## src/rtl/ita_hwpe_addrgen.sv

```systemverilog
// ita_hwpe_addrgen: strided 1D/2D/3D byte-address stream generator for one ITA HWPE stream.
// The 3D (d2) loop is only built when ITA_ADDRGEN_D2_EN is defined. Otherwise a
// dimension select of 1x behaves as 2D and d2_stride_i is ignored.
module ita_hwpe_addrgen #(
    parameter int unsigned AW = 32,
    parameter int unsigned LW = 16
) (
    input  logic          clk_i,
    input  logic          rst_ni,
    input  logic          clear_i,
    input  logic          req_start_i,
    input  logic [AW-1:0] base_addr_i,
    input  logic [LW-1:0] tot_len_i,
    input  logic [AW-1:0] d0_stride_i,
    input  logic [LW-1:0] d0_len_i,
    input  logic [AW-1:0] d1_stride_i,
    input  logic [LW-1:0] d1_len_i,
    input  logic [AW-1:0] d2_stride_i,
    input  logic [1:0]    dim_enable_1h_i,
    output logic [AW-1:0] addr_o,
    output logic          addr_valid_o,
    input  logic          addr_ready_i,
    output logic          last_o,
    output logic          ready_start_o,
    output logic          done_o
);

    typedef enum logic [1:0] {IDLE, RUN, DONE} state_e;

    state_e        state_q, state_d;
    logic [AW-1:0] base_q, d0_stride_q, d1_stride_q;
    logic [LW-1:0] tot_len_q, d0_len_q, d1_len_q;
    logic          is2d_q, is3d;
    logic [AW-1:0] d0_off_q, d0_off_d, d1_off_q, d1_off_d, d2_off;
    logic [LW-1:0] beat_q, beat_d, d0_cnt_q, d0_cnt_d, d1_cnt_q, d1_cnt_d;
    logic [LW-1:0] d0_cnt_inc, d1_cnt_inc;
    logic          start, hs, last, d0_wrap, d1_wrap;

`ifdef ITA_ADDRGEN_D2_EN
    logic [AW-1:0] d2_stride_q, d2_off_q, d2_off_d;
    logic          is3d_q;
    assign is3d   = is3d_q;
    assign d2_off = d2_off_q;
`else
    logic unused_d2;
    assign unused_d2 = ^d2_stride_i;
    assign is3d      = 1'b0;
    assign d2_off    = '0;
`endif

    assign start      = (state_q == IDLE) && req_start_i;
    assign hs         = (state_q == RUN) && addr_ready_i;
    assign last       = (state_q == RUN) && (beat_q == tot_len_q - LW'(1));
    assign d0_cnt_inc = d0_cnt_q + LW'(1);
    assign d1_cnt_inc = d1_cnt_q + LW'(1);
    assign d0_wrap    = is2d_q && (d0_len_q != '0) && (d0_cnt_inc == d0_len_q);
    assign d1_wrap    = is3d && (d1_len_q != '0) && (d1_cnt_inc == d1_len_q);

    assign addr_o        = (state_q == RUN) ? base_q + d2_off + d1_off_q + d0_off_q : '0;
    assign addr_valid_o  = (state_q == RUN);
    assign last_o        = last;
    assign ready_start_o = (state_q == IDLE);
    assign done_o        = (state_q == DONE);

    // Next state: a zero-length job skips straight to DONE; DONE always lasts one cycle.
    always_comb begin
        state_d = state_q;
        case (state_q)
            IDLE:    if (req_start_i) state_d = (tot_len_i != '0) ? RUN : DONE;
            RUN:     if (hs && last) state_d = DONE;
            DONE:    state_d = IDLE;
            default: state_d = IDLE;
        endcase
    end

    // Counter/offset advance: offsets accumulate strides and wrap per dimension on each handshake.
    always_comb begin
        beat_d   = beat_q;
        d0_cnt_d = d0_cnt_q;
        d1_cnt_d = d1_cnt_q;
        d0_off_d = d0_off_q;
        d1_off_d = d1_off_q;
`ifdef ITA_ADDRGEN_D2_EN
        d2_off_d = d2_off_q;
`endif
        if (start) begin
            beat_d   = '0;
            d0_cnt_d = '0;
            d1_cnt_d = '0;
            d0_off_d = '0;
            d1_off_d = '0;
`ifdef ITA_ADDRGEN_D2_EN
            d2_off_d = '0;
`endif
        end else if (hs) begin
            beat_d   = beat_q + LW'(1);
            d0_off_d = d0_off_q + d0_stride_q;
            d0_cnt_d = d0_cnt_inc;
            if (d0_wrap) begin
                d0_off_d = '0;
                d0_cnt_d = '0;
                d1_off_d = d1_off_q + d1_stride_q;
                d1_cnt_d = d1_cnt_inc;
                if (d1_wrap) begin
                    d1_off_d = '0;
                    d1_cnt_d = '0;
`ifdef ITA_ADDRGEN_D2_EN
                    d2_off_d = d2_off_q + d2_stride_q;
`endif
                end
            end
        end
    end

    // State, counters and configuration latched at start; reset and clear abort any job.
    always_ff @(posedge clk_i) begin
        if (!rst_ni || clear_i) begin
            state_q     <= IDLE;
            base_q      <= '0;
            d0_stride_q <= '0;
            d1_stride_q <= '0;
            tot_len_q   <= '0;
            d0_len_q    <= '0;
            d1_len_q    <= '0;
            is2d_q      <= 1'b0;
            beat_q      <= '0;
            d0_cnt_q    <= '0;
            d1_cnt_q    <= '0;
            d0_off_q    <= '0;
            d1_off_q    <= '0;
`ifdef ITA_ADDRGEN_D2_EN
            d2_stride_q <= '0;
            d2_off_q    <= '0;
            is3d_q      <= 1'b0;
`endif
        end else begin
            state_q  <= state_d;
            beat_q   <= beat_d;
            d0_cnt_q <= d0_cnt_d;
            d1_cnt_q <= d1_cnt_d;
            d0_off_q <= d0_off_d;
            d1_off_q <= d1_off_d;
`ifdef ITA_ADDRGEN_D2_EN
            d2_off_q <= d2_off_d;
`endif
            if (start) begin
                base_q      <= base_addr_i;
                d0_stride_q <= d0_stride_i;
                d1_stride_q <= d1_stride_i;
                tot_len_q   <= tot_len_i;
                d0_len_q    <= d0_len_i;
                d1_len_q    <= d1_len_i;
                is2d_q      <= |dim_enable_1h_i;
`ifdef ITA_ADDRGEN_D2_EN
                d2_stride_q <= d2_stride_i;
                is3d_q      <= dim_enable_1h_i[1];
`endif
            end
        end
    end

endmodule

```

## config.mk

```make
export PLATFORM = sky130hd
export DESIGN_NAME = ita_hwpe_addrgen
export DESIGN_NICKNAME = d
export VERILOG_FILES = /design/src/rtl/ita_hwpe_addrgen.sv
export SDC_FILE = /design/constraint.sdc
export NUM_CORES = 1
export LEC_CHECK = 0
export BUFFER_PORTS_ARGS = -buffer_cell sky130_fd_sc_hd__buf_2
export CAP_MARGIN = 20
export CORE_ASPECT_RATIO = 0.7
export CORE_MARGIN = 5
export CORE_UTILIZATION = 50
export CTS_CLUSTER_SIZE = 14
export DETAILED_ROUTE_END_ITERATION = 12
export PLACE_DENSITY = 0.77
export SKIP_CTS_REPAIR_TIMING = 1
export SYNTH_ARGS = -nofsm -noshare
export SYNTH_HDL_FRONTEND = slang
export SYNTH_SLANG_ARGS = --single-unit
```

## constraint.sdc

```tcl
create_clock -name clk_i -period 3.8 [get_ports clk_i]
set_input_delay 0.19 -clock clk_i [delete_from_list [all_inputs] [get_ports clk_i]]
set_output_delay 0.19 -clock clk_i [all_outputs]
set_load 0.01 [all_outputs]
```

==> flow_metrics.tcl <==
set metrics [dict create \
    number_of_global_route_vias_before_repair 13200 \
    ys_dominant_reg_cell "dfxtp_1" \
    reg2reg_from "d0_stride_q[0]" \
    tritoncts_clock_tree "built" \
    initial_utilization_pct 51.1 \
    worst_hold_path_type "primary input to flop" \
    worstHoldEndpoint "base_q[20]" \
    rsz0062_at_grt "true" \
    die_width_microns 216 \
    post-dp-hpwl_microns 34100 \
    synth_warnings 0 \
    end_kind "primary output" \
    routed_wire_length_per_instance_microns 18.5 \
    ys_async_sr_fraction_pct 0 \
    detailed_place.area_sq_um 16100 \
    cts_sinks 227 \
    clock_insertion_delay_worst_skew_ns 0.55 \
    dpl_worst_slack_ns -0.0781 \
    layout.nets 2497 \
    grt_use_total_pct 25.7 \
    number_of_cells_traversed_by_the_worst_register_to_register_path 13 \
    drive_above_1_share_pct 15.1 \
    pin_count_of_the_biggest_net_entering_global_routing 92 \
    antenna_cells_inserted 0 \
    stdcell_area_sq_um 18500 \
    final_hold_viol_count 0 \
    power.density_nw_per_um2 292 \
    setup_viol 14 \
    worstPathMaxFanout 6 \
    ys_types 79 \
    antenna_violations_before_repair 1 \
    min_path_cells 3 \
    globalRouteOverflowTotal 0 \
    placeableCoreArea_sq_um 29100 \
    area_growth_syn_to_layout_pct 24.1 \
    drt_iter0_markers 1464 \
    final.period_utilization_pct 114 \
    final_cell_count_no_fill 2580 \
    status "finished with violations" \
    cp.required_ns 3.61 \
    drt_pre_antenna_iters 5 \
    fraction_of_the_yosys_area_taken_by_sequential_cells_pct 30.6 \
    number_of_vias_in_the_routed_layout 15100 \
    tritoncts.num_buffers 24 \
    crit_top_cell "and3_1" \
    floorplan.rows 52 \
    globalplace.congestion 0.917 \
    failed_checks "negative setup slack" \
    edff_count_synth 0 \
    r2r_end "d0_off_q[30]" \
    die_height_microns 154 \
    clock-skew-final_ns 0.0338 \
    max_stage_delay_ns 0.50 \
    num_ports 219 \
    placedCellCount 2405 \
    maxSlewViolCount 0 \
    finalWorstPathRequiredPeriod_ns 4.35 \
    root_buffer "clkbuf_16" \
    numPortBuffers 170 \
    floorplan.die_area_sq_um 33300 \
    synthesis.area_per_instance_sq_um 7.78 \
    maxCapViolCount 0 \
    crit_path_cell_trace "fa_1 -> ha_2 -> and3_1 -> and3_1 -> a2111oi_4 -> o31a_1 -> o21ai_2 -> a41oi_2 -> buf_4 -> or4_1 -> o211ai_1 -> buf_2" \
    worst-setup-path-type "flop to primary output" \
    timing.critical_path.from_type "flop" \
    final_antenna_net_count 0 \
    timing_worst_slew_pin_value_ns 1.02 \
    route.detailed.drc 0 \
    cts-root-to-sink-buffers 3 \
    design_power_total_mw 5.38 \
    worstHoldStart "base_addr_i[20]" \
    postRouteWirelength_microns 47700 \
    syn-instance-count 1911 \
    critical_path_arrival_ns 4.16 \
    slowest_stage "fa_1" \
    slew_headroom_pct 32.1 \
    synth_fp_nets 2223 \
    path_clk_slew_ns 0.06 \
    vdd_ir_drop_max_v 0.000317 \
    via_per_inst 5.86 \
    ys_ff_latch 227 \
    setup_ws_ns -0.547 \
    grt_first_pass_wirelength_microns 71000 \
    post_synth_instance_area_sq_um 14900 \
    ctsHtreeMaxLevel 1 \
    p_leak_nw 7.89 \
    reg2reg_slack_ns 0.17 \
    fill_cells 2438 \
    clock.fmax_ghz 0.230 \
]
==> layout by cell type, fill, tap and decap left out, types with 10 or more instances in the layout <==
cell type,n
o21bai_1,12
nand4_1,24
dfxtp_1,221
o211ai_1,12
nand2b_1,19
nor2_1,138
and3_1,17
xnor2_1,68
fa_1,33
a31oi_1,10
a211oi_1,15
a21o_1,53
nor3_1,43
buf_4,51
ha_1,93
or3_1,22
nor2b_1,19
nor4_1,20
clkbuf_16,24
a21oi_1,256
o21a_1,20
inv_1,28
buf_2,170
dlygate4sd3_1,125
nand3_1,37
nand2_1,367
o21ai_0,64
xor2_1,45
==> worst max path at each step <==
stage | start | to | depth (start not counted)
final | d1_off_q[8] | addr_o[26] | 12
after detailed placement | base_q[1] | addr_o[29] | 15
after CTS | base_q[1] | addr_o[29] | 15
after floorplan | d0_off_q[1] | addr_o[27] | 13
after global placement | base_q[2] | addr_o[30] | 14
after global routing | d1_off_q[2] | addr_o[26] | 14
==> worst max-delay path: cells and delay by family, from the launching register on <==
kind / cells / cell delay [ns]
DFF: 1 / 0.44
adders and majority gates: 2 / 0.92
and+or+nand+nor: 3 / 0.98
AOI/OAI and AO/OA: 5 / 0.90
buffers and inverters: 2 / 0.36
==> flip-flops by register name, summed over array words and instances (netlist names) <==
signal / flops
base_q: 32
d0_off_q: 32
d0_stride_q: 32
d1_off_q: 32
d1_stride_q: 32
beat_q: 16
d0_cnt_q: 16
d0_len_q: 16
tot_len_q: 16
state_q: 2
is2d_q: 1
==> cell usage after synthesis, drive strengths merged, types with 13 or more instances <==
cell type	n	share of area, %
nand4	26	1.3
nor3	45	1.6
nor2b	19	0.80
dfxtp	227	31
fa	34	4.6
a21oi	262	8.8
inv	28	0.71
buf	20	0.93
xnor2	71	4.2
xor2	46	2.7
nand2	372	9.4
nor4	22	1.0
nand2b	21	0.88
a211oi	16	0.81
or3	23	0.98
nand3	39	1.3
and3	17	0.72
a31oi	13	0.55
ha	95	8.0
o21ai	70	2.4
o21a	20	1.0
clkbuf	81	2.0
a21o	53	2.7
nor2	143	3.7
==> routing by layer <==
metal,up-vias,GRT usage (%),wire length (microns)
met3,62,4.73,4030
met4,0,4.24,817
met1,7160,40.1,22400
met2,593,37.4,20400
li1,7293,-,-
met5,-,0,0
==> through the flow <==
step / hold slack (ns) / TNS [ns] / utilization (%)
2_1_floorplan: 0.326 / 0 / -
5_1_grt: 0.00312 / -6.69 / 63.4
3_3_place_gp: 0.430 / -0.0478 / 55.5
4_1_cts: -0.139 / -6.91 / 58.1
6_report: 0.00233 / -4.24 / 63.4
3_5_place_dp: 0.435 / -0.136 / 55.5
==> where the power goes <==
group / internal [mW] / leakage, nW / switching, mW
Clock: 1.29 / 0.374 / 1.00
Combinational: 0.279 / 5.67 / 0.347
Sequential: 2.42 / 1.84 / 0.0463
Total: 3.99 / 7.89 / 1.39
==> final cells by class <==
type	instances	area, sq um	share of cell area [%]
clock buffer	37	709	3.85
clock inverter	6	45.0	0.244
inverter	28	105	0.570
multi-input combinational	1554	10000	54.3
sequential	227	4550	24.7
tap	378	473	2.56
timing repair buffer	350	2540	13.8
==> cells by family after synthesis <==
logic type                 after synthesis  synth area share (%)
buffers and inverters                  130                  3.74
adders and majority gates              129                  12.6
AOI/OAI and AO/OA                      527                  21.6
DFF                                    227                  30.6
muxes                                    6                 0.412
and+or+nand+nor                        775                  24.2
xor gates and xnor gates               117                  6.89
(Power assumes the default switching activity.)
